File: config.mk
export PLATFORM = sky130hd
export DESIGN_NAME = filter_stream_gen
export DESIGN_NICKNAME = d
export VERILOG_FILES = /design/src/rtl/filter_stream_gen.sv
export SDC_FILE = /design/constraint.sdc
export NUM_CORES = 1
export LEC_CHECK = 0
export ABC_AREA = 1
export ABC_CLOCK_PERIOD_IN_PS = 2400
export BUFFER_PORTS_ARGS = -buffer_cell sky130_fd_sc_hd__buf_2
export CORE_MARGIN = 2
export CORE_UTILIZATION = 30
export DETAILED_ROUTE_END_ITERATION = 7
export HOLD_SLACK_MARGIN = 0.08
export SETUP_SLACK_MARGIN = 0.15
export SYNTH_ARGS = -nofsm -noshare
export SYNTH_HDL_FRONTEND = slang
export SYNTH_SLANG_ARGS = --single-unit
File: constraint.sdc
create_clock -name clk -period 2.4 [get_ports clk]
set_input_delay 0.24 -clock clk [delete_from_list [all_inputs] [get_ports clk]]
set_output_delay 0.24 -clock clk [all_outputs]
set_load 0.02 [all_outputs]
File: src/rtl/filter_stream_gen.sv
`default_nettype none
// ============================================================================
// Module   : filter_stream_gen
// Brief    : Generates read-address streams over a sequence of filters with
//            backpressure, hold/repeat control and abort.
// Revision : 1.0 - initial release
// ============================================================================
module filter_stream_gen #(
    parameter int ADDR_WIDTH = 8,
    parameter int SIZE_WIDTH = 8,
    parameter int CNT_WIDTH  = 4
) (
    input  logic                  clk,
    input  logic                  rst,
    input  logic                  start,
    input  logic                  abort,
    input  logic [ADDR_WIDTH-1:0] base_addr,
    input  logic [SIZE_WIDTH-1:0] filter_size,
    input  logic [CNT_WIDTH-1:0]  num_filters,
    input  logic                  auto_next,
    input  logic                  next_filter,
    input  logic                  repeat_filter,
    input  logic                  addr_ready,
    output logic                  addr_valid,
    output logic [ADDR_WIDTH-1:0] raddr,
    output logic                  filter_last,
    output logic [CNT_WIDTH-1:0]  filter_idx,
    output logic                  busy,
    output logic                  done,
    output logic                  cfg_err
);

    localparam logic [SIZE_WIDTH-1:0] c_size_one = SIZE_WIDTH'(1);
    localparam logic [CNT_WIDTH-1:0]  c_cnt_one  = CNT_WIDTH'(1);

    typedef enum logic [1:0] {
        ST_IDLE = 2'd0,
        ST_RUN  = 2'd1,
        ST_HOLD = 2'd2
    } state_t;

    state_t                r_state;
    logic [ADDR_WIDTH-1:0] r_head;
    logic [SIZE_WIDTH-1:0] r_index;
    logic [SIZE_WIDTH-1:0] r_size;
    logic [CNT_WIDTH-1:0]  r_filter_idx;
    logic [CNT_WIDTH-1:0]  r_num;
    logic                  r_done;
    logic                  r_cfg_err;

    logic                  w_last_elem;
    logic                  w_last_filter;
    logic                  w_xfer;
    logic [ADDR_WIDTH-1:0] w_next_head;

    assign w_last_elem   = (r_index == (r_size - c_size_one));
    assign w_last_filter = (r_filter_idx == (r_num - c_cnt_one));
    assign w_xfer        = addr_valid && addr_ready;
    assign w_next_head   = r_head + ADDR_WIDTH'(r_size);

    assign addr_valid  = (r_state == ST_RUN);
    assign raddr       = r_head + ADDR_WIDTH'(r_index);
    assign filter_last = addr_valid && w_last_elem;
    assign filter_idx  = r_filter_idx;
    assign busy        = (r_state != ST_IDLE);
    assign done        = r_done;
    assign cfg_err     = r_cfg_err;

    always_ff @(posedge clk or posedge rst) begin
        if (rst) begin
            r_state      <= ST_IDLE;
            r_head       <= '0;
            r_index      <= '0;
            r_size       <= '0;
            r_filter_idx <= '0;
            r_num        <= '0;
            r_done       <= 1'b0;
            r_cfg_err    <= 1'b0;
        end else begin
            r_done    <= 1'b0;
            r_cfg_err <= 1'b0;
            if (abort) begin
                // Cancel beats everything, including a same-cycle final transfer.
                r_state <= ST_IDLE;
            end else begin
                case (r_state)
                    ST_IDLE: begin
                        if (start) begin
                            if ((filter_size != '0) && (num_filters != '0)) begin
                                r_size       <= filter_size;
                                r_num        <= num_filters;
                                r_head       <= base_addr;
                                r_index      <= '0;
                                r_filter_idx <= '0;
                                r_state      <= ST_RUN;
                            end else begin
                                r_cfg_err <= 1'b1;
                            end
                        end
                    end
                    ST_RUN: begin
                        if (w_xfer) begin
                            if (!w_last_elem) begin
                                r_index <= r_index + c_size_one;
                            end else if (w_last_filter) begin
                                r_state <= ST_IDLE;
                                r_done  <= 1'b1;
                            end else if (auto_next) begin
                                r_head       <= w_next_head;
                                r_index      <= '0;
                                r_filter_idx <= r_filter_idx + c_cnt_one;
                            end else begin
                                r_state <= ST_HOLD;
                            end
                        end
                    end
                    ST_HOLD: begin
                        if (next_filter) begin
                            r_head       <= w_next_head;
                            r_index      <= '0;
                            r_filter_idx <= r_filter_idx + c_cnt_one;
                            r_state      <= ST_RUN;
                        end else if (repeat_filter) begin
                            r_index <= '0;
                            r_state <= ST_RUN;
                        end
                    end
                    default: r_state <= ST_IDLE;
                endcase
            end
        end
    end

endmodule
`default_nettype wire

Word-level counts from Yosys, hierarchy flattened
Index checks and enable logic that the tools add are counted.

word-level totals
  bits in registers = 36
  input port bits = 28
  output and inout bits = 17

cells by class
  add/sub/neg operators = 6
  equal/unequal tests = 20
  multiplexer cells = 44
  bitwise logic cells = 1
  reduce and logical (&&, ||, !) cells = 12

operators with widths
  cell                                                                 number
  8-bit 2-to-1 mux                                                     15
  8-bit one-hot mux with 3 select lines                                2
  4-bit 2-to-1 mux                                                     7
  2-bit 2-to-1 mux                                                     9
  8-bit adder                                                          2
  3-bit != test (second input constant)                                5
  4-bit one-hot mux with 3 select lines                                1
  2-bit != test (second input constant)                                5
  1-bit 2-to-1 mux                                                     9
  9-bit AND reduction                                                  1
  8-bit by 1-bit adder with 8-bit output (second input constant)       1
  8-bit equality test                                                  1
  8-bit AND reduction                                                  1
  8-bit nonzero test                                                   1
  8-bit by 1-bit subtractor with 8-bit output (second input constant)  1
  3-bit by 2-bit != test with 1-bit output (second input constant)     2
  2-bit one-hot mux with 3 select lines                                1
  6-bit AND reduction                                                  1
  4-bit by 1-bit adder with 4-bit output (second input constant)       1
  4-bit equality test                                                  1
  2-bit by 1-bit != test with 1-bit output (second input constant)     2
  4-bit by 3-bit != test with 1-bit output (second input constant)     1
  4-bit != test (second input constant)                                1
  4-bit AND reduction                                                  1
  9 further kinds                                                      11

Depth between registers and ports, before layout
Gate-level depths: netlist of run 1.

  depth in word-level cells = 7
  depth in mapped cells = 15
  gate-level depth less buffers = 15

Least setup slack after synthesis of run 1
OpenSTA, ideal clock, no wires.

  kind = register to output
  start point = reg r_index[0]
  end point = out raddr[6]
  arrival time = 1.855 ns
  data required time = 2.160 ns
  path slack = 0.305 ns
  cell stages (with the launch flop) = 9
  path through = dfrtp_1 -> ha_1 -> inv_1 -> fa_1 -> o21ai_0 -> a21oi_1 -> nor2_1 -> nor2_1 -> xnor2_1

between the ends
  longest elaborated chain between the ends = 1

RTL lines
  item                      RTL line  source
  start: declaration        44        logic [SIZE_WIDTH-1:0] r_index;
  start signal: assignment  104       r_index <= r_index + c_size_one;
  8-bit adder               62        assign raddr = r_head + ADDR_WIDTH'(r_index);
  end: declaration          25        output logic [ADDR_WIDTH-1:0] raddr,

Every way passes these cells.

Worst setup path in the final report of run 1
Same ends and word-level chain as after synthesis.

==> impl_results.html, run 1 <==
<table>
<tr><th>Metric</th><th>Value</th></tr>
<tr><th colspan="2">Cells and area</th></tr>
<tr><td>Number of inserted diodes</td><td>0</td></tr>
<tr><td>Filler-free cell count of the finished design</td><td>597</td></tr>
<tr><td>Final nets</td><td>515</td></tr>
<tr><td>Post-route core utilization</td><td>37.4%</td></tr>
<tr><td>Fraction of final layout cells sized beyond drive strength 1</td><td>23.9%</td></tr>
<tr><td>Area growth from synthesis to layout</td><td>22.7%</td></tr>
<tr><td>Post-route standard cell area excluding fillers</td><td>3580 um2</td></tr>
<tr><th colspan="2">Drt</th></tr>
<tr><td>First-pass DRT Iterations</td><td>7</td></tr>
<tr><td>Remaining antenna violation count after routing</td><td>0</td></tr>
<tr><td>Total via count after detailed routing</td><td>2674</td></tr>
<tr><td>Routed length per placed instance</td><td>12.3 um</td></tr>
<tr><td>Via/cell ratio</td><td>4.48</td></tr>
<tr><td>Final routed wirelength across all metal layers</td><td>7.33 mm</td></tr>
<tr><td>Initial detailed-routing violation count</td><td>107</td></tr>
<tr><td>Total DRC errors in the routed layout</td><td>0</td></tr>
<tr><th colspan="2">Global routing</th></tr>
<tr><td>Number of antenna violations at the first check in global routing</td><td>0</td></tr>
<tr><td>Gr usage total</td><td>15.1%</td></tr>
<tr><td>Via count of the first global-routing pass</td><td>2690</td></tr>
<tr><td>Global-route wire length before repair</td><td>12.6 mm</td></tr>
<tr><td>Maximum number of pins on one net before global-route repair</td><td>37</td></tr>
<tr><td>Total global routing overflow</td><td>0</td></tr>
<tr><th colspan="2">Critical path</th></tr>
<tr><td>Max Fanout on Critical Path</td><td>2</td></tr>
<tr><td>Arrival time at the worst endpoint</td><td>1.90 ns</td></tr>
<tr><td>Worst r2r src</td><td>r_size[0]</td></tr>
<tr><td>Cells on worst reg2reg path</td><td>14</td></tr>
<tr><td>Worst setup SP type</td><td>register</td></tr>
<tr><td>Reg-to-Reg End</td><td>r_head[3]</td></tr>
<tr><td>Critical path required time</td><td>2.16 ns</td></tr>
<tr><td>Critical path start-end classification</td><td>register to output pin</td></tr>
<tr><td>Setup slack of the most critical reg-to-reg path</td><td>0.34 ns</td></tr>
<tr><td>Worst setup EP type</td><td>output pin</td></tr>
<tr><th colspan="2">Floorplan</th></tr>
<tr><td>Floorplan die width</td><td>103 um</td></tr>
<tr><td>FP Rows</td><td>36</td></tr>
<tr><td>Initial standard-cell utilization of the core</td><td>30.5%</td></tr>
<tr><td>Number of primary I/O pins</td><td>45</td></tr>
<tr><td>Core Area</td><td>9590 um2</td></tr>
<tr><td>Die H</td><td>103 um</td></tr>
<tr><td>Area of the die</td><td>10500 um2</td></tr>
<tr><th colspan="2">Timing</th></tr>
<tr><td>Worst-Margin Slew</td><td>0.481 ns</td></tr>
<tr><td>RSZ-0062 raised after global routing</td><td>true</td></tr>
<tr><td>Hold slack</td><td>0.144 ns</td></tr>
<tr><td>Number of max-slew violations in the final report</td><td>0</td></tr>
<tr><td>Maximum achievable frequency</td><td>0.466 GHz</td></tr>
<tr><td>Sum Neg Setup Slack</td><td>0 ns</td></tr>
<tr><td>Total of endpoints with negative setup slack in the final report</td><td>0</td></tr>
<tr><td>Share of the cycle needed by the critical path after routing</td><td>89.4%</td></tr>
<tr><td>Number of endpoints with negative hold slack in the final report</td><td>0</td></tr>
<tr><td>Worst Slack Setup Final</td><td>0.255 ns</td></tr>
<tr><td>Post-route clock skew</td><td>0.00502 ns</td></tr>
<tr><td>Worst slew margin</td><td>68.0%</td></tr>
<tr><td>Clock period minus final worst setup slack</td><td>2.14 ns</td></tr>
<tr><th colspan="2">CTS</th></tr>
<tr><td>Clock tree sinks</td><td>36</td></tr>
<tr><td>CTS tree</td><td>done</td></tr>
<tr><td>Clock transition at path regs</td><td>0.07 ns</td></tr>
<tr><td>Number of CTS-inserted buffers</td><td>5</td></tr>
<tr><td>Total number of H-tree levels</td><td>2</td></tr>
<tr><td>Clock buffer depth</td><td>2</td></tr>
<tr><td>Insertion delay of the later-clocked pin in the worst-skew pair</td><td>0.29 ns</td></tr>
<tr><td>Root Buffer Master</td><td>sky130_fd_sc_hd__clkbuf_8</td></tr>
<tr><th colspan="2">Placed design</th></tr>
<tr><td># placed instances</td><td>572</td></tr>
<tr><td>Placed standard-cell area</td><td>3290 um2</td></tr>
<tr><td>Count of buffers inserted at the top-level ports</td><td>44</td></tr>
<tr><td>Post-placement worst setup slack</td><td>0.153 ns</td></tr>
<tr><td>Detailed-placement wirelength estimate</td><td>5.74 mm</td></tr>
<tr><td>Routability-driven placement congestion ratio</td><td>0.890</td></tr>
<tr><th colspan="2">Status</th></tr>
<tr><td>Result of the run</td><td>completed</td></tr>
<tr><th colspan="2">Job</th></tr>
<tr><td>Max Cap Violations</td><td>0</td></tr>
<tr><th colspan="2">Synth</th></tr>
<tr><td>Number of synthesized flops with an enable pin</td><td>0</td></tr>
<tr><td>Post-synth top flop</td><td>sky130_fd_sc_hd__dfrtp_1</td></tr>
<tr><td>Sequential element share of the synthesized area</td><td>30.8%</td></tr>
<tr><td>Syn Area/Cell</td><td>7.32 um2</td></tr>
<tr><td>Post-Synthesis Net Count</td><td>451</td></tr>
<tr><td>Cell Area, Synth</td><td>2920 um2</td></tr>
<tr><td>Number of synthesized register bits</td><td>36</td></tr>
<tr><td>Share of synthesized flip-flops with an asynchronous set or reset</td><td>100%</td></tr>
<tr><td>Instance count of the mapped netlist</td><td>399</td></tr>
<tr><td>Total of warnings raised by yosys</td><td>0</td></tr>
<tr><td>Post-synthesis cell type count</td><td>34</td></tr>
<tr><th colspan="2">Hold path</th></tr>
<tr><td>HP Start</td><td>abort</td></tr>
<tr><td>Hold path endpoint</td><td>cfg_err</td></tr>
<tr><td>Number of cells on the worst hold path</td><td>2</td></tr>
<tr><td>Worst hold path class</td><td>input pin to register</td></tr>
<tr><th colspan="2">Power</th></tr>
<tr><td>Power Total</td><td>4.07 mW</td></tr>
<tr><td>Worst-case vdd ir drop</td><td>0.513 mV</td></tr>
<tr><td>Total power per unit cell area</td><td>1140 nW/um2</td></tr>
<tr><td>Static leakage power</td><td>1.83 nW</td></tr>
</table>
[layout by cell type (no fill, tap or decap), types with 5 or more instances in the layout]
cell type,count
sky130_fd_sc_hd__nand2_1,98
sky130_fd_sc_hd__o21ai_2,9
sky130_fd_sc_hd__xnor2_1,10
sky130_fd_sc_hd__o21ai_0,21
sky130_fd_sc_hd__nand4_1,5
sky130_fd_sc_hd__buf_4,24
sky130_fd_sc_hd__inv_1,49
sky130_fd_sc_hd__dfrtp_1,31
sky130_fd_sc_hd__buf_2,41
sky130_fd_sc_hd__dfrtp_2,5
sky130_fd_sc_hd__xor2_1,16
sky130_fd_sc_hd__nand3_1,37
sky130_fd_sc_hd__a21oi_1,16
sky130_fd_sc_hd__clkbuf_8,6
sky130_fd_sc_hd__nor2_1,32
sky130_fd_sc_hd__ha_1,19
sky130_fd_sc_hd__nand3b_1,5
[synth_stat cells (3+ instances only)]
cell,instances,area (um2)
sky130_fd_sc_hd__nand4_1,5,31.3
sky130_fd_sc_hd__inv_1,51,191
sky130_fd_sc_hd__dfrtp_1,36,901
sky130_fd_sc_hd__xnor2_1,10,87.6
sky130_fd_sc_hd__mux2_2,4,45.0
sky130_fd_sc_hd__nand2_1,99,372
sky130_fd_sc_hd__clkbuf_1,3,11.3
sky130_fd_sc_hd__nand3b_1,5,37.5
sky130_fd_sc_hd__buf_6,3,33.8
sky130_fd_sc_hd__nand3_1,37,185
sky130_fd_sc_hd__ha_1,22,275
sky130_fd_sc_hd__or2_2,4,25.0
sky130_fd_sc_hd__o21ai_2,8,70.1
sky130_fd_sc_hd__nor2_1,33,124
sky130_fd_sc_hd__xor2_1,16,140
sky130_fd_sc_hd__o21ai_0,22,110
sky130_fd_sc_hd__a21oi_1,17,85.1
[critical path: stages (launching register included)]
cell,delay (ns)
sky130_fd_sc_hd__dfrtp_2,0.37
sky130_fd_sc_hd__ha_1,0.15
sky130_fd_sc_hd__inv_1,0.05
sky130_fd_sc_hd__fa_2,0.35
sky130_fd_sc_hd__o21ai_2,0.16
sky130_fd_sc_hd__a21oi_1,0.08
sky130_fd_sc_hd__nor2_1,0.09
sky130_fd_sc_hd__nor2_1,0.05
sky130_fd_sc_hd__xnor2_1,0.14
sky130_fd_sc_hd__buf_4,0.16
[area by class of cell]
type                       instances  area [um2]
sequential                        36         907
multi-input combinational        302        1830
clock buffer                       6        82.6
timing repair buffer              66         395
clock inverter                     2        10.0
inverter                          52         195
tap                              133         166
fill                            1003        6010
[cell families (layout without fill, tap and decap cells)]
kind of cell               after synthesis  in the layout  share of synthesized area, %
xor gates and xnor gates                26             26                          7.79
and+or+nand+nor                        194            194                          29.5
muxes                                    4              4                          1.54
adders and majority gates               24             24                          10.8
AOI/OAI and AO/OA                       54             54                          10.8
DFF                                     36             36                          30.8
buffers and inverters                   61            126                          8.69
[how the worst max path moves through the flow]
stage,start,endpoint,depth (start not counted)
finish,r_index[0],raddr[6],9
global route,r_index[0],raddr[6],9
CTS,r_index[0],raddr[6],9
detailed placement,r_index[0],raddr[6],9
global placement,r_index[0],raddr[6],9
floorplan,r_index[0],raddr[6],8
[repair_timing]
item	4_1_cts	5_1_grt
hold endpoints to repair	36	0
hold buffers	1	0
endpoints found under the setup margin	4	24
setup buffers	7	9
resized for setup	10	12
pin swaps	2	3
gates cloned	0	0
[flip-flops by register name (all words and copies together) (netlist names)]
register	flops
r_num	4
r_size	8
done	1
filter_idx	4
r_index	8
r_head	8
cfg_err	1
r_state	2
[per-layer routing]
metal  vias up  routed length, um  GRT usage, %
met1      1180               3430          19.4
met2        70               3400          25.8
met4         0                150          4.82
met3        12                346          2.58
li1       1412                  -             -
met5         -                  0             0
[where the power goes]
part	switching (mW)	leakage [nW]	internal [mW]
Combinational	1.53	1.33	1.03
Clock	0.221	0.0510	0.229
Sequential	0.253	0.449	0.814
Total	2.01	1.83	2.07
No activity file was read; power rests on OpenSTA's default activity.
==> run 2: changes to the inputs <==
ABC_AREA = 0   (was 1)
CELL_PAD_IN_SITES_DETAIL_PLACEMENT = 1   (was default)
CELL_PAD_IN_SITES_GLOBAL_PLACEMENT = 1   (was default)
PLACE_DENSITY_LB_ADDON = 0.1   (was default)
==> impl_results.html, run 2 <==
<table>
<tr><th>Metric</th><th>Value</th></tr>
<tr><th colspan="2">Status</th></tr>
<tr><td>Result of the run</td><td>finished, violations left</td></tr>
<tr><td>Violated checks</td><td>negative setup slack</td></tr>
<tr><th colspan="2">Floorplan</th></tr>
<tr><td>Core Area</td><td>8760 um2</td></tr>
<tr><td>Floorplan die width</td><td>99.1 um</td></tr>
<tr><td>Area of the die</td><td>9820 um2</td></tr>
<tr><td>FP Rows</td><td>34</td></tr>
<tr><td>Die H</td><td>99.1 um</td></tr>
<tr><td>Initial standard-cell utilization of the core</td><td>31.0%</td></tr>
<tr><td>Number of primary I/O pins</td><td>45</td></tr>
<tr><th colspan="2">Critical path</th></tr>
<tr><td>Critical Path Max Stage Delay</td><td>0.56 ns</td></tr>
<tr><td>Worst setup EP type</td><td>output pin</td></tr>
<tr><td>Buf+Inv Stages, Crit Path</td><td>3</td></tr>
<tr><td>Worst setup SP type</td><td>register</td></tr>
<tr><td>Arrival time at the worst endpoint</td><td>2.46 ns</td></tr>
<tr><td>Cells traversed along the worst timing path</td><td>or4_4, or4b_4, a21oi_4, o31ai_4, buf_6, nor2_4, nand2_2, inv_2, buf_6</td></tr>
<tr><td>Max Fanout on Critical Path</td><td>2</td></tr>
<tr><td>Most used cell along the critical path</td><td>sky130_fd_sc_hd__buf_6</td></tr>
<tr><td>Critical-path top delay cell</td><td>sky130_fd_sc_hd__or4_4</td></tr>
<tr><td>Cell family with most CP delay</td><td>simple AND/OR/NAND/NOR gates</td></tr>
<tr><td>Setup crit start</td><td>r_size[1]</td></tr>
<tr><td>Worst r2r src</td><td>r_size[1]</td></tr>
<tr><td>Critical path start-end classification</td><td>register to output pin</td></tr>
<tr><td>Critical path required time</td><td>2.16 ns</td></tr>
<tr><th colspan="2">Timing</th></tr>
<tr><td>Sum Neg Setup Slack</td><td>-5.44 ns</td></tr>
<tr><td>Worst-Margin Slew</td><td>0.490 ns</td></tr>
<tr><td>Maximum achievable frequency</td><td>0.370 GHz</td></tr>
<tr><td>Clock period minus final worst setup slack</td><td>2.70 ns</td></tr>
<tr><td>Worst slew margin</td><td>67.4%</td></tr>
<tr><td>Number of endpoints with negative hold slack in the final report</td><td>0</td></tr>
<tr><td>RSZ-0062 raised after global routing</td><td>true</td></tr>
<tr><td>Number of max-slew violations in the final report</td><td>0</td></tr>
<tr><td>Worst Slack Setup Final</td><td>-0.299 ns</td></tr>
<tr><td>Total of endpoints with negative setup slack in the final report</td><td>23</td></tr>
<tr><td>Share of the cycle needed by the critical path after routing</td><td>112%</td></tr>
<tr><td>Post-route clock skew</td><td>0.00681 ns</td></tr>
<tr><th colspan="2">Power</th></tr>
<tr><td>Clock network fraction of design power</td><td>10.8%</td></tr>
<tr><td>Worst-case vdd ir drop</td><td>0.518 mV</td></tr>
<tr><td>Total power per unit cell area</td><td>1350 nW/um2</td></tr>
<tr><td>Part of the power in combinational logic</td><td>68.7%</td></tr>
<tr><td>Internal portion of total power</td><td>2.87 mW</td></tr>
<tr><td>Switching share of total power</td><td>45.0%</td></tr>
<tr><td>Power Total</td><td>5.22 mW</td></tr>
<tr><td>Static leakage power</td><td>1.81 nW</td></tr>
<tr><td>Switching power</td><td>2.35 mW</td></tr>
<tr><td>Sequential group share of total power</td><td>20.6%</td></tr>
<tr><th colspan="2">Synth</th></tr>
<tr><td>Most area-hungry cell type in the Yosys netlist</td><td>sky130_fd_sc_hd__dfrtp_1</td></tr>
<tr><td>Syn Area/Cell</td><td>9.52 um2</td></tr>
<tr><td>Cell Area, Synth</td><td>2710 um2</td></tr>
<tr><td>Number of synthesized register bits</td><td>36</td></tr>
<tr><td>Sequential element share of the synthesized area</td><td>33.2%</td></tr>
<tr><td>Commonest cells in the netlist</td><td>36 x sky130_fd_sc_hd__dfrtp_1, 24 x sky130_fd_sc_hd__inv_1, 24 x sky130_fd_sc_hd__nand2_1</td></tr>
<tr><td>Number of synthesized flops with an enable pin</td><td>0</td></tr>
<tr><td>Top area cells in the synthesized netlist</td><td>sky130_fd_sc_hd__dfrtp_1 33%, sky130_fd_sc_hd__ha_1 10%, sky130_fd_sc_hd__xnor2_1 4.8%</td></tr>
<tr><td>Share of synthesized flip-flops with an asynchronous set or reset</td><td>100%</td></tr>
<tr><td>Instance count of the mapped netlist</td><td>285</td></tr>
<tr><td>Fraction of post-synthesis cell area in the top cell type by area</td><td>33.2%</td></tr>
<tr><td>Post-synthesis cell type count</td><td>52</td></tr>
<tr><td>Most common cell in the netlist</td><td>sky130_fd_sc_hd__dfrtp_1</td></tr>
<tr><td>Post-synth top flop</td><td>sky130_fd_sc_hd__dfrtp_1</td></tr>
<tr><td>Total of warnings raised by yosys</td><td>0</td></tr>
<tr><td>Post-Synthesis Net Count</td><td>337</td></tr>
<tr><th colspan="2">Hold path</th></tr>
<tr><td>HP Start</td><td>num_filters[1]</td></tr>
<tr><td>Worst hold path class</td><td>input pin to register</td></tr>
<tr><th colspan="2">Cells and area</th></tr>
<tr><td>Filler-free cell count of the finished design</td><td>500</td></tr>
<tr><td>Number of inserted diodes</td><td>0</td></tr>
<tr><td>Final-layout fill cell count</td><td>1004</td></tr>
<tr><td>Most common library cell in the layout ignoring fill and taps</td><td>sky130_fd_sc_hd__buf_4</td></tr>
<tr><td>Most frequent cells in the layout</td><td>55 x sky130_fd_sc_hd__buf_4, 39 x sky130_fd_sc_hd__buf_2, 35 x sky130_fd_sc_hd__dfrtp_1</td></tr>
<tr><td>Area growth from synthesis to layout</td><td>42.0%</td></tr>
<tr><td>Sequential cell area in the final layout</td><td>902 um2</td></tr>
<tr><td>Post-route core utilization</td><td>44.0%</td></tr>
<tr><td>Top Registers</td><td>r_head (8), r_index (8), r_size (8)</td></tr>
<tr><td>Fraction of final layout cells sized beyond drive strength 1</td><td>43.9%</td></tr>
<tr><td>Final nets</td><td>443</td></tr>
<tr><td>Multi-input gate area in the final layout</td><td>1870 um2</td></tr>
<tr><th colspan="2">Global routing</th></tr>
<tr><td>Met1 Usage GRT</td><td>24.4%</td></tr>
<tr><td>Number of antenna violations at the first check in global routing</td><td>0</td></tr>
<tr><td>Gr usage total</td><td>17.9%</td></tr>
<tr><td>Fraction of met2 tracks used by global routing</td><td>30.0%</td></tr>
<tr><td>Maximum number of pins on one net before global-route repair</td><td>37</td></tr>
<tr><td>Met3 Use GR</td><td>2.81%</td></tr>
<tr><td>Total global routing overflow</td><td>0</td></tr>
<tr><td>Via count of the first global-routing pass</td><td>2687</td></tr>
<tr><td>GRT Max-Usage Layer</td><td>met2</td></tr>
<tr><td>Global-route wire length before repair</td><td>13.9 mm</td></tr>
<tr><th colspan="2">Drt</th></tr>
<tr><td>Final routed wirelength across all metal layers</td><td>8.47 mm</td></tr>
<tr><td>Via/cell ratio</td><td>5.10</td></tr>
<tr><td>Total via count after detailed routing</td><td>2551</td></tr>
<tr><td>Total DRC errors in the routed layout</td><td>0</td></tr>
<tr><td>Remaining antenna violation count after routing</td><td>0</td></tr>
<tr><td>Routed length per placed instance</td><td>16.9 um</td></tr>
<tr><td>First-pass DRT Iterations</td><td>4</td></tr>
<tr><td>Initial detailed-routing violation count</td><td>43</td></tr>
<tr><th colspan="2">CTS</th></tr>
<tr><td>CTS tree</td><td>done</td></tr>
<tr><td>Root Buffer Master</td><td>sky130_fd_sc_hd__clkbuf_8</td></tr>
<tr><td>Clock buffer depth</td><td>2</td></tr>
<tr><td>Clock transition at path regs</td><td>0.08 ns</td></tr>
<tr><td>Total number of H-tree levels</td><td>2</td></tr>
<tr><td>Number of CTS-inserted buffers</td><td>5</td></tr>
<tr><td>Insertion delay of the later-clocked pin in the worst-skew pair</td><td>0.30 ns</td></tr>
<tr><td>Clock tree sinks</td><td>36</td></tr>
<tr><th colspan="2">Job</th></tr>
<tr><td>Max Cap Violations</td><td>0</td></tr>
<tr><th colspan="2">Placed design</th></tr>
<tr><td># placed instances</td><td>475</td></tr>
<tr><td>Routability-driven placement congestion ratio</td><td>0.794</td></tr>
<tr><td>Post-placement worst setup slack</td><td>-0.169 ns</td></tr>
<tr><td>Count of buffers inserted at the top-level ports</td><td>44</td></tr>
<tr><td>Detailed-placement wirelength estimate</td><td>6.31 mm</td></tr>
</table>
run 2: power by group through the flow:
stage	logic [mW]	registers, mW	clock network, mW
after global placement	3.05	1.07	0
after floorplan	1.99	1.06	0
final	3.58	1.07	0.561
after detailed placement	3.10	1.07	0
after CTS	3.38	1.06	0.578
after global routing	3.97	1.10	0.603
run 2: kinds of logic (layout without fill, tap and decap cells):
group	count (synthesis)	after routing	synth area share, %
muxes	22	22	9.54
xor gates and xnor gates	24	24	7.75
AOI/OAI and AO/OA	68	68	17.9
DFF	36	36	33.2
and+or+nand+nor	80	80	15.7
buffers and inverters	31	138	4.29
adders and majority gates	24	24	11.6
run 2: final cells by class:
| cell class | count | share of cell area (%) |
|---|---|---|
| well taps | 108 | 3.51 |
| clock buffers | 5 | 1.79 |
| multi-input cells | 218 | 48.6 |
| repair buffers | 106 | 19.3 |
| clock inverters | 3 | 1.10 |
| flip-flops and latches | 36 | 23.4 |
| inverters | 24 | 2.34 |
run 2: through the flow:
stage | instance area, um2 | hold slack [ns]
2_1_floorplan | 2730 | 0.357
6_report | 3850 | 0.168
4_1_cts | 3720 | 0.164
3_5_place_dp | 3400 | 0.393
5_1_grt | 3850 | 0.182
3_3_place_gp | 3400 | 0.388
run 2: worst min-delay path, stage by stage:
cell and delay (ns):
sky130_fd_sc_hd__buf_2 0.08, sky130_fd_sc_hd__nand2_1 0.04, sky130_fd_sc_hd__o21ai_0 0.06
run 2: metal layers:
layer / wire [um] / vias to the layer above
li1: - / 1237
met1: 3990 / 1261
met2: 4090 / 49
met3: 323 / 4
met4: 59 / 0
met5: 0 / -
run 2: worst paths after layout:
path / to / slack [ns] / depth (start not counted)
worst min register to register: r_num[3] / 0.54 / 1
max in group asynchronous: r_index[1] / 1.43 / 4
worst max register to register: r_head[5] / -0.29 / 8
min in group asynchronous: r_state[1] / 0.60 / 4
worst min-delay path: r_num[1] / 0.17 / 3
worst max-delay path: filter_last / -0.30 / 9
run 2: timing repair:
item,4_1_cts,5_1_grt
gates resized for setup,36,22
setup buffers,10,6
hold buffers,1,0
hold endpoints to repair,36,0
pin swaps,21,15
setup endpoints to repair,28,28
==> run 3: changes to the inputs <==
CORE_UTILIZATION = 35   (was 30)
==> impl_results.html, run 3 (synthesis gave the netlist of run 2 again) <==
<table>
<tr><th>Metric</th><th>Value</th></tr>
<tr><th colspan="2">Drt</th></tr>
<tr><td>Final routed wirelength across all metal layers</td><td>8.04 mm</td></tr>
<tr><td>First-pass DRT Iterations</td><td>4</td></tr>
<tr><td>Total via count after detailed routing</td><td>2496</td></tr>
<tr><td>Remaining antenna violation count after routing</td><td>0</td></tr>
<tr><td>Initial detailed-routing violation count</td><td>73</td></tr>
<tr><td>Via/cell ratio</td><td>5.13</td></tr>
<tr><td>Routed length per placed instance</td><td>16.5 um</td></tr>
<tr><td>Total DRC errors in the routed layout</td><td>0</td></tr>
<tr><th colspan="2">Cells and area</th></tr>
<tr><td>Fraction of final layout cells sized beyond drive strength 1</td><td>43.6%</td></tr>
<tr><td>Filler-free cell count of the finished design</td><td>487</td></tr>
<tr><td>Number of inserted diodes</td><td>0</td></tr>
<tr><td>Top Registers</td><td>r_head (8), r_index (8), r_size (8)</td></tr>
<tr><td>Final nets</td><td>436</td></tr>
<tr><td>Most frequent cells in the layout</td><td>50 x sky130_fd_sc_hd__buf_4, 39 x sky130_fd_sc_hd__buf_2, 34 x sky130_fd_sc_hd__dfrtp_1</td></tr>
<tr><td>Post-route standard cell area excluding fillers</td><td>3880 um2</td></tr>
<tr><td>Area growth from synthesis to layout</td><td>43.1%</td></tr>
<tr><td>Post-route core utilization</td><td>51.0%</td></tr>
<tr><td>Final-layout fill cell count</td><td>883</td></tr>
<tr><td>Most common library cell in the layout ignoring fill and taps</td><td>sky130_fd_sc_hd__buf_4</td></tr>
<tr><th colspan="2">Critical path</th></tr>
<tr><td>Worst r2r src</td><td>r_size[1]</td></tr>
<tr><td>Critical path required time</td><td>2.58 ns</td></tr>
<tr><td>Critical path start-end classification</td><td>register to register</td></tr>
<tr><td>Setup slack of the most critical reg-to-reg path</td><td>-0.29 ns</td></tr>
<tr><td>Worst setup EP type</td><td>register</td></tr>
<tr><td>Arrival time at the worst endpoint</td><td>2.87 ns</td></tr>
<tr><td>Reg-to-Reg End</td><td>r_head[6]</td></tr>
<tr><td>Cells on worst reg2reg path</td><td>8</td></tr>
<tr><td>Worst setup SP type</td><td>register</td></tr>
<tr><td>Max Fanout on Critical Path</td><td>8</td></tr>
<tr><th colspan="2">Power</th></tr>
<tr><td>Switching power</td><td>2.34 mW</td></tr>
<tr><td>Switching share of total power</td><td>43.5%</td></tr>
<tr><td>Clock network fraction of design power</td><td>14.3%</td></tr>
<tr><td>Worst-case vdd ir drop</td><td>0.416 mV</td></tr>
<tr><td>Internal portion of total power</td><td>3.03 mW</td></tr>
<tr><td>Sequential group share of total power</td><td>20.0%</td></tr>
<tr><td>Static leakage power</td><td>1.83 nW</td></tr>
<tr><td>Part of the power in combinational logic</td><td>65.7%</td></tr>
<tr><td>Total power per unit cell area</td><td>1380 nW/um2</td></tr>
<tr><th colspan="2">Hold path</th></tr>
<tr><td>Number of cells on the worst hold path</td><td>3</td></tr>
<tr><td>Hold path endpoint</td><td>r_num[1]</td></tr>
<tr><td>Worst hold path class</td><td>input pin to register</td></tr>
<tr><td>HP Start</td><td>num_filters[1]</td></tr>
<tr><th colspan="2">Global routing</th></tr>
<tr><td>Global-route wire length before repair</td><td>13.5 mm</td></tr>
<tr><td>GRT Max-Usage Layer</td><td>met2</td></tr>
<tr><td>Met3 Use GR</td><td>2.55%</td></tr>
<tr><td>Gr usage total</td><td>20.5%</td></tr>
<tr><td>Total global routing overflow</td><td>0</td></tr>
<tr><td>Number of antenna violations at the first check in global routing</td><td>0</td></tr>
<tr><td>Maximum number of pins on one net before global-route repair</td><td>37</td></tr>
<tr><td>Via count of the first global-routing pass</td><td>2726</td></tr>
<tr><td>Fraction of met2 tracks used by global routing</td><td>35.5%</td></tr>
<tr><td>Met1 Usage GRT</td><td>26.8%</td></tr>
<tr><th colspan="2">CTS</th></tr>
<tr><td>Clock buffer depth</td><td>2</td></tr>
<tr><td>CTS tree</td><td>done</td></tr>
<tr><td>Clock tree sinks</td><td>36</td></tr>
<tr><td>Total number of H-tree levels</td><td>2</td></tr>
<tr><td>Clock transition at path regs</td><td>0.08 ns</td></tr>
<tr><td>Root Buffer Master</td><td>sky130_fd_sc_hd__clkbuf_8</td></tr>
<tr><td>Number of CTS-inserted buffers</td><td>5</td></tr>
<tr><td>Insertion delay of the later-clocked pin in the worst-skew pair</td><td>0.30 ns</td></tr>
<tr><th colspan="2">Timing</th></tr>
<tr><td>Worst Slack Setup Final</td><td>-0.294 ns</td></tr>
<tr><td>Number of max-slew violations in the final report</td><td>0</td></tr>
<tr><td>Worst-Margin Slew</td><td>0.497 ns</td></tr>
<tr><td>Maximum achievable frequency</td><td>0.371 GHz</td></tr>
<tr><td>Total of endpoints with negative setup slack in the final report</td><td>24</td></tr>
<tr><td>Sum Neg Setup Slack</td><td>-4.43 ns</td></tr>
<tr><td>Worst slew margin</td><td>66.9%</td></tr>
<tr><td>Clock period minus final worst setup slack</td><td>2.69 ns</td></tr>
<tr><td>Number of endpoints with negative hold slack in the final report</td><td>0</td></tr>
<tr><td>Post-route clock skew</td><td>0.00949 ns</td></tr>
<tr><td>RSZ-0062 raised after global routing</td><td>true</td></tr>
<tr><td>Share of the cycle needed by the critical path after routing</td><td>112%</td></tr>
<tr><th colspan="2">Placed design</th></tr>
<tr><td># placed instances</td><td>469</td></tr>
<tr><td>Count of buffers inserted at the top-level ports</td><td>44</td></tr>
<tr><td>Placed standard-cell area</td><td>3390 um2</td></tr>
<tr><td>Detailed-placement wirelength estimate</td><td>6.25 mm</td></tr>
<tr><td>Routability-driven placement congestion ratio</td><td>0.769</td></tr>
<tr><th colspan="2">Job</th></tr>
<tr><td>Max Cap Violations</td><td>0</td></tr>
<tr><th colspan="2">Floorplan</th></tr>
<tr><td>Core Area</td><td>7610 um2</td></tr>
<tr><td>Number of primary I/O pins</td><td>45</td></tr>
<tr><td>Initial standard-cell utilization of the core</td><td>35.7%</td></tr>
<tr><td>Floorplan die width</td><td>92.1 um</td></tr>
<tr><td>Die H</td><td>92.1 um</td></tr>
<tr><td>Area of the die</td><td>8470 um2</td></tr>
<tr><td>FP Rows</td><td>32</td></tr>
<tr><th colspan="2">Status</th></tr>
<tr><td>Violated checks</td><td>negative setup slack</td></tr>
<tr><td>Result of the run</td><td>finished, violations left</td></tr>
</table>
[run 3: how the worst max path moves through the flow]
stage,start,to,cells after the start
4_1_cts,r_size[1],filter_last,9
6_report,r_size[1],r_head[6],8
3_3_place_gp,r_size[1],r_head[6],7
5_1_grt,r_size[1],filter_last,10
3_5_place_dp,r_size[0],r_head[6],11
2_1_floorplan,r_size[0],r_head[6],7
[run 3: layout make-up]
cell class | instances | area [um2] | share of cell area, %
clock buffers | 5 | 68.8 | 1.77
clock inverters | 3 | 90.1 | 2.32
repair buffers | 99 | 682 | 17.6
well taps | 102 | 128 | 3.29
multi-input cells | 218 | 1920 | 49.5
flip-flops and latches | 36 | 903 | 23.3
inverters | 24 | 90.1 | 2.32
[run 3: critical path, cell delays in order, from the launching register on]
cell and delay (ns):
sky130_fd_sc_hd__dfrtp_1 0.38, sky130_fd_sc_hd__or4_4 0.54, sky130_fd_sc_hd__or4b_4 0.51, sky130_fd_sc_hd__a21oi_4 0.18, sky130_fd_sc_hd__o31ai_4 0.08, sky130_fd_sc_hd__buf_6 0.13, sky130_fd_sc_hd__o31ai_4 0.24, sky130_fd_sc_hd__nand2_4 0.19
sky130_fd_sc_hd__mux2_4 0.33
[run 3: power groups by stage]
stage / combinational, mW / sequential (mW) / clock, mW
detailed placement: 3.12 / 1.08 / 0
CTS: 3.33 / 1.07 / 0.788
global route: 3.87 / 1.11 / 0.812
finish: 3.53 / 1.08 / 0.767
global placement: 3.02 / 1.07 / 0
floorplan: 1.99 / 1.06 / 0
[run 3: repair_timing]
item / in CTS / in global routing
endpoints found under the setup margin: 28 / 28
gates cloned: 0 / 0
hold buffers: 1 / 0
resized for setup: 32 / 30
hold endpoints to repair: 36 / 0
pin swaps: 6 / 23
buffers inserted: 4 / 5
[run 3: metal layers]
metal | routed length [um] | vias to the layer above
li1 | - | 1226
met1 | 3750 | 1223
met2 | 4030 | 41
met3 | 176 | 6
met4 | 90 | 0
met5 | 0 | -
[run 3: metrics by stage]
step	hold WS [ns]	worst slack (ns)	power (mW)
6_report	0.173	-0.294	5.37
5_1_grt	0.184	-0.381	5.79
4_1_cts	0.172	-0.283	5.19
3_5_place_dp	0.395	-0.173	4.20
3_3_place_gp	0.389	-0.142	4.09
2_1_floorplan	0.357	-0.273	3.04
